[src/rtl/uart_rx_module.sv]
// uart_rx_module
//   8N1 UART receiver feeding the UART transmitter. Synchronises rxd,
//   qualifies the start bit at mid-bit, samples eight data bits LSB first
//   and the stop bit at mid-bit, then publishes the byte on rx_data with a
//   multi-cycle rx_flag strobe that the transmitter edge-detects.
//
// Ports
//   clk        system clock
//   rst_n      synchronous active-low reset
//   rxd        asynchronous serial input, idle high
//   rx_data    last correctly framed byte
//   rx_flag    high for FLAG_HOLD cycles whenever rx_data is updated
//   frame_err  one-cycle pulse when the stop bit samples low
//   rx_busy    high whenever the receiver is not idle
module uart_rx_module #(
    parameter int unsigned CLKS_PER_BIT = 1433,
    parameter int unsigned HALF_BIT     = CLKS_PER_BIT / 2,
    parameter int unsigned FLAG_HOLD    = 4
) (
    input  logic       clk,
    input  logic       rst_n,
    input  logic       rxd,
    output logic [7:0] rx_data,
    output logic       rx_flag,
    output logic       frame_err,
    output logic       rx_busy
);

    localparam logic [15:0] BIT_LAST  = 16'(CLKS_PER_BIT - 1);
    localparam logic [15:0] HALF_LAST = 16'(HALF_BIT - 1);
    localparam logic [15:0] FLAG_LOAD = 16'(FLAG_HOLD);

    typedef enum logic [2:0] {
        IDLE,
        START,
        DATA,
        STOP,
        BREAK
    } state_t;

    state_t      state_q,     state_d;
    logic        s1_q,        s1_d;
    logic        s2_q,        s2_d;
    logic        s3_q,        s3_d;
    logic [15:0] clk_cnt_q,   clk_cnt_d;
    logic [3:0]  bit_cnt_q,   bit_cnt_d;
    logic [7:0]  shift_q,     shift_d;
    logic [7:0]  rx_data_q,   rx_data_d;
    logic [15:0] flag_cnt_q,  flag_cnt_d;
    logic        frame_err_q, frame_err_d;
    logic        fall;

    // Falling edge of the synchronised line: previous sample high, current low.
    assign fall = s3_q & ~s2_q;

    always_ff @(posedge clk) begin
        if (!rst_n) begin
            state_q     <= IDLE;
            // Line-side flops reset to the idle level so release of reset
            // cannot look like a start bit.
            s1_q        <= 1'b1;
            s2_q        <= 1'b1;
            s3_q        <= 1'b1;
            clk_cnt_q   <= '0;
            bit_cnt_q   <= '0;
            shift_q     <= '0;
            rx_data_q   <= '0;
            flag_cnt_q  <= '0;
            frame_err_q <= 1'b0;
        end else begin
            state_q     <= state_d;
            s1_q        <= s1_d;
            s2_q        <= s2_d;
            s3_q        <= s3_d;
            clk_cnt_q   <= clk_cnt_d;
            bit_cnt_q   <= bit_cnt_d;
            shift_q     <= shift_d;
            rx_data_q   <= rx_data_d;
            flag_cnt_q  <= flag_cnt_d;
            frame_err_q <= frame_err_d;
        end
    end

    always_comb begin
        s1_d        = rxd;
        s2_d        = s1_q;
        s3_d        = s2_q;
        state_d     = state_q;
        clk_cnt_d   = clk_cnt_q;
        bit_cnt_d   = bit_cnt_q;
        shift_d     = shift_q;
        rx_data_d   = rx_data_q;
        frame_err_d = 1'b0;
        // Flag hold counter runs independently of the frame FSM; a reload
        // below overrides the decrement.
        flag_cnt_d  = (flag_cnt_q != '0) ? flag_cnt_q - 16'd1 : '0;

        case (state_q)
            IDLE: begin
                clk_cnt_d = '0;
                bit_cnt_d = '0;
                if (fall) begin
                    state_d = START;
                end
            end

            START: begin
                if (clk_cnt_q == HALF_LAST) begin
                    clk_cnt_d = '0;
                    // A line that is high again at mid start bit was a glitch.
                    state_d   = s2_q ? IDLE : DATA;
                end else begin
                    clk_cnt_d = clk_cnt_q + 16'd1;
                end
            end

            DATA: begin
                if (clk_cnt_q == BIT_LAST) begin
                    clk_cnt_d                  = '0;
                    shift_d[bit_cnt_q[2:0]]    = s2_q;
                    bit_cnt_d                  = bit_cnt_q + 4'd1;
                    if (bit_cnt_q == 4'd7) begin
                        state_d = STOP;
                    end
                end else begin
                    clk_cnt_d = clk_cnt_q + 16'd1;
                end
            end

            STOP: begin
                if (clk_cnt_q == BIT_LAST) begin
                    clk_cnt_d = '0;
                    if (s2_q) begin
                        // Return to IDLE at mid stop bit so a following
                        // start bit is caught even with a one-bit stop.
                        rx_data_d  = shift_q;
                        flag_cnt_d = FLAG_LOAD;
                        state_d    = IDLE;
                    end else begin
                        frame_err_d = 1'b1;
                        state_d     = BREAK;
                    end
                end else begin
                    clk_cnt_d = clk_cnt_q + 16'd1;
                end
            end

            BREAK: begin
                // Absorb a held-low line so it raises only one framing error.
                clk_cnt_d = '0;
                if (s2_q) begin
                    state_d = IDLE;
                end
            end

            default: begin
                state_d = IDLE;
            end
        endcase
    end

    assign rx_data   = rx_data_q;
    assign rx_flag   = (flag_cnt_q != '0);
    assign frame_err = frame_err_q;
    assign rx_busy   = (state_q != IDLE);

endmodule

[config.mk]
export PLATFORM = sky130hd
export DESIGN_NAME = uart_rx_module
export DESIGN_NICKNAME = d
export VERILOG_FILES = /design/src/rtl/uart_rx_module.sv
export SDC_FILE = /design/constraint.sdc
export NUM_CORES = 1
export LEC_CHECK = 0
export BUFFER_PORTS_ARGS = -buffer_cell sky130_fd_sc_hd__buf_4
export CORE_ASPECT_RATIO = 0.7
export CORE_MARGIN = 8
export CORE_UTILIZATION = 45
export CTS_CLUSTER_SIZE = 10
export DETAILED_ROUTE_END_ITERATION = 12
export SYNTH_ARGS = -nofsm -noshare
export SYNTH_HDL_FRONTEND = slang
export SYNTH_SLANG_ARGS = --single-unit
[constraint.sdc]
create_clock -name clk -period 2.55 [get_ports clk]
set_input_delay 0.51 -clock clk [delete_from_list [all_inputs] [get_ports clk]]
set_output_delay 0.51 -clock clk [all_outputs]
set_load 0.01 [all_outputs]
==> out/summary.json <==
{
  "muxShareOfSynthArea": {"value": 2.89, "unit": "%"},
  "synthTopCellsByArea": {"value": "dfxtp_1, nor3_1, nand4_1"},
  "seqPwrFrac": {"value": 43.5, "unit": "%"},
  "crit_path_end_kind": {"value": "primary output"},
  "vias": {"value": 2376},
  "fmaxAchievable": {"value": 428, "unit": "MHz"},
  "crit_path_cell_trace": {"value": "nor4_4 -> nand3b_1 -> nor4_2 -> inv_1 -> buf_4"},
  "post_synth.cell_area_avg": {"value": 8.57, "unit": "µm²"},
  "clock-sinks": {"value": 59},
  "finish.net_count": {"value": 353},
  "synth_simple_gate_area_share": {"value": 29.7, "unit": "%"},
  "antenna_violations_before_repair": {"value": 0},
  "port_buffers": {"value": 13},
  "run_status": {"value": "complete, no violations"},
  "cts_tree": {"value": "done"},
  "number_of_detailed_route_iterations_in_the_first_pass": {"value": 5},
  "final.period_utilization": {"value": 91.6, "unit": "%"},
  "initial_core_util": {"value": 45.5, "unit": "%"},
  "clockBufferDepth": {"value": 2},
  "postSynth.topFlopCell": {"value": "dfxtp_1"},
  "fin_skew": {"value": 0.00587, "unit": "ns"},
  "finalSetupViolations": {"value": 0},
  "rsz_0062_raised_after_global_routing": {"value": "false"},
  "grt_start_max_net_pins": {"value": 27},
  "post_synth_xor_area_fraction": {"value": 6.31, "unit": "%"},
  "hold_path.class": {"value": "in -> reg"},
  "cts_htree_levels": {"value": 3},
  "path_clk_slew": {"value": 0.06, "unit": "ns"},
  "dieHeight": {"value": 81.7, "unit": "µm"},
  "routed_wirelength": {"value": 6.26, "unit": "mm"},
  "die-area": {"value": 0.00898, "unit": "mm²"},
  "critical_path_class": {"value": "reg -> out"},
  "synth_edf_count": {"value": 0},
  "gp_congestion": {"value": 0.800},
  "postSynth.asyncResetShare": {"value": 0, "unit": "%"},
  "ant_nets": {"value": 0},
  "cts-buffers-inserted": {"value": 9},
  "globalRouteTotalUtil": {"value": 15.2, "unit": "%"},
  "sw_frac_of_total": {"value": 32.0, "unit": "%"},
  "max-slew-margin-rel": {"value": 57.4, "unit": "%"},
  "synth_top_cell_by_area": {"value": "dfxtp_1"},
  "first_global_vias": {"value": 2183},
  "yosys_warnings": {"value": 0},
  "synth_seq_area_share": {"value": 42.6, "unit": "%"},
  "antenna_cells_inserted": {"value": 0},
  "floorplan.rows": {"value": 24},
  "critPathArrivalTime": {"value": 1.83, "unit": "ns"},
  "worstPathMaxFanout": {"value": 6},
  "layout.cells.non_filler": {"value": 425},
  "worstPathRequired": {"value": 2.04, "unit": "ns"},
  "worst_path_max_delay_cell": {"value": "nor4_4"},
  "yosys.area.top_type_share": {"value": 42.6, "unit": "%"},
  "cellInternalPower": {"value": 1.75, "unit": "mW"},
  "compound_gate_portion_of_the_synthesized_area": {"value": 12.2, "unit": "%"},
  "skew_pair_late_insertion_delay": {"value": 0.33, "unit": "ns"},
  "netlist_area": {"value": 0.00278, "unit": "mm²"},
  "design_area": {"value": 0.00320, "unit": "mm²"},
  "power_density_over_the_cells": {"value": 802, "unit": "mW/mm²"},
  "p_switching": {"value": 0.823, "unit": "mW"},
  "synthDistinctLibCells": {"value": 47},
  "worst-slew-pin-transition": {"value": 0.636, "unit": "ns"},
  "core": {"value": 0.00610, "unit": "mm²"},
  "synthesis.nets": {"value": 331},
  "cap_viol_max_count": {"value": 0},
  "timing.setup.tns": {"value": 0, "unit": "ns"},
  "synth-adder-area-share": {"value": 1.80, "unit": "%"},
  "post_route_cells_drive_above_1_share": {"value": 15.0, "unit": "%"},
  "place_area": {"value": 0.00301, "unit": "mm²"},
  "netlist_instances": {"value": 324},
  "ios": {"value": 14},
  "dominant_combinational_cell_family_by_area_after_synthesis": {"value": "simple AND/OR/NAND/NOR gates"},
  "placed_cells": {"value": 410},
  "detailed_place_hpwl": {"value": 4.15, "unit": "mm"},
  "synth_seq_cells": {"value": 59},
  "drt_iter0_drc": {"value": 179},
  "report.final.hold_viol_count": {"value": 0},
  "cts_hold_buffers": {"value": 0},
  "first_pass_grt_wire_length": {"value": 10.6, "unit": "mm"},
  "cellLeakagePower": {"value": 1.14, "unit": "nW"},
  "die_width": {"value": 110, "unit": "µm"},
  "timing_max_transition_violations_final": {"value": 0},
  "detail_route.wl_per_cell": {"value": 14.7, "unit": "µm"},
  "finalWorstPathRequiredPeriod": {"value": 2.34, "unit": "ns"},
  "overflow": {"value": 0},
  "power.clock.fraction": {"value": 27.8, "unit": "%"},
  "worstSetupStartpointType": {"value": "register"},
  "cts_root_buffer": {"value": "clkbuf_8"},
  "ir_worst_vdd": {"value": 0.293, "unit": "mV"},
  "postLayoutCoreUtil": {"value": 52.6, "unit": "%"},
  "post_drt_via_cell_ratio": {"value": 5.59},
  "syn_to_final_growth": {"value": 15.5, "unit": "%"},
  "power.share.combinational": {"value": 28.7, "unit": "%"},
  "detail_route.drc_violations": {"value": 0},
  "critical-path-max-stage-delay": {"value": 0.36, "unit": "ns"}
}
-- registers in the layout, indices dropped and copies added (netlist names) --
name / cells
clk_cnt_q: 16
flag_cnt_q: 16
rx_data: 8
shift_q: 8
bit_cnt_q: 4
state_q: 3
frame_err: 1
s1_q: 1
s2_q: 1
s3_q: 1
-- routing by layer --
layer | up-vias | track usage [%] | wire (µm)
met2 | 37 | 20.8 | 2560
met4 | 0 | 6.17 | 93
met3 | 12 | 4.86 | 247
met5 | - | 0 | 0
met1 | 1106 | 21.4 | 3370
li1 | 1221 | - | -
-- final timing paths --
kind | start | end | slack (ns) | cells past startpoint
setup / recovery | flag_cnt_q[10]$_SDFF_PN0_ | rx_flag | 0.21 | 5
setup reg to reg | clk_cnt_q[0]$_SDFFE_PN0P_ | rx_data[1]$_SDFFE_PN0P_ | 0.25 | 7
hold / removal | rxd | s1_q$_SDFF_PN1_ | 0.36 | 2
hold reg to reg | s1_q$_SDFF_PN1_ | s2_q$_SDFF_PN1_ | 0.40 | 1
-- cell families after synthesis --
kind of cell | Yosys count
simple gates | 148
flops | 59
compound gates | 55
buf+inv | 30
xor+xnor | 20
mux | 8
fa+ha+maj | 4
-- layout by cell type, fill, tap and decap left out, types with 3 or more instances in the layout --
cell type,Yosys,routed
or3_1,8,8
ha_1,4,4
a21oi_1,18,18
xor2_1,10,10
nor4_1,8,5
nor2_1,14,14
buf_4,2,29
o21ai_0,16,16
inv_1,11,11
nor2b_1,4,4
nand2b_1,3,3
nor4_2,1,3
nor3_1,29,29
xnor2_1,10,10
nand2_1,26,26
o21a_1,4,4
nand4_1,19,19
clkbuf_8,0,11
dfxtp_1,59,59
nand3_1,13,13
mux2i_1,8,8
a211oi_1,6,6
or4_1,6,6
-- worst max-delay path: cells and delay by family (launching register included) --
kind / cells / cell delay, ns
buffers and inverters: 2 / 0.23
AND/OR/NAND/NOR: 3 / 0.90
flip-flops: 1 / 0.35
-- area by class of cell --
class,instances,area [µm²]
inverters,12,45.0
well taps,78,97.6
repair buffers,29,218
multi-input cells,235,1510
clock buffers,12,155
flip-flops and latches,59,1180
fillers,621,2890
-- metrics by stage --
step / total power [mW] / worst slack [ns] / hold WS (ns)
3_3_place_gp: 1.77 / 0.295 / 0.387
2_1_floorplan: 1.59 / 0.155 / 0.386
6_report: 2.57 / 0.214 / 0.360
5_1_grt: 2.73 / 0.0370 / 0.352
4_1_cts: 2.52 / 0.0762 / 0.344
3_5_place_dp: 1.78 / 0.253 / 0.396
-- repair_timing --
| action | 4_1_cts | 5_1_grt |
|---|---|---|
| endpoints found under the hold margin | 0 | 0 |
| buffers inserted | 0 | 3 |
| pin swaps | 0 | 1 |
| gates resized for setup | 1 | 2 |
| setup endpoints to repair | 1 | 1 |
-- power groups by stage --
stage	combinational (mW)	sequential, mW	clock [mW]
CTS	0.677	1.11	0.737
global route	0.820	1.13	0.781
finish	0.738	1.12	0.715
global placement	0.651	1.12	0
floorplan	0.489	1.10	0
detailed placement	0.661	1.12	0
-- synthesized netlist by cell type, types with 2 or more instances --
cell type   n
buf_4       2
nor2b_1     4
or4bb_1     2
buf_2       3
nor2_1     14
mux2i_1     8
or4b_2      2
o21a_1      4
nand3_1    13
and2_1      2
nand4b_1    2
nand4_1    19
inv_1      11
a211oi_1    6
a21oi_1    18
or3_1       8
o21ai_0    16
o31ai_1     2
nand2b_1    3
nand2_1    26
clkbuf_1   12
or4_1       6
ha_1        4
nor3_1     29
xor2_1     10
nor3b_1     2
nor4_1      8
xnor2_1    10
nand3b_1    2
dfxtp_1    59
Power figures use the tool's default switching activity.
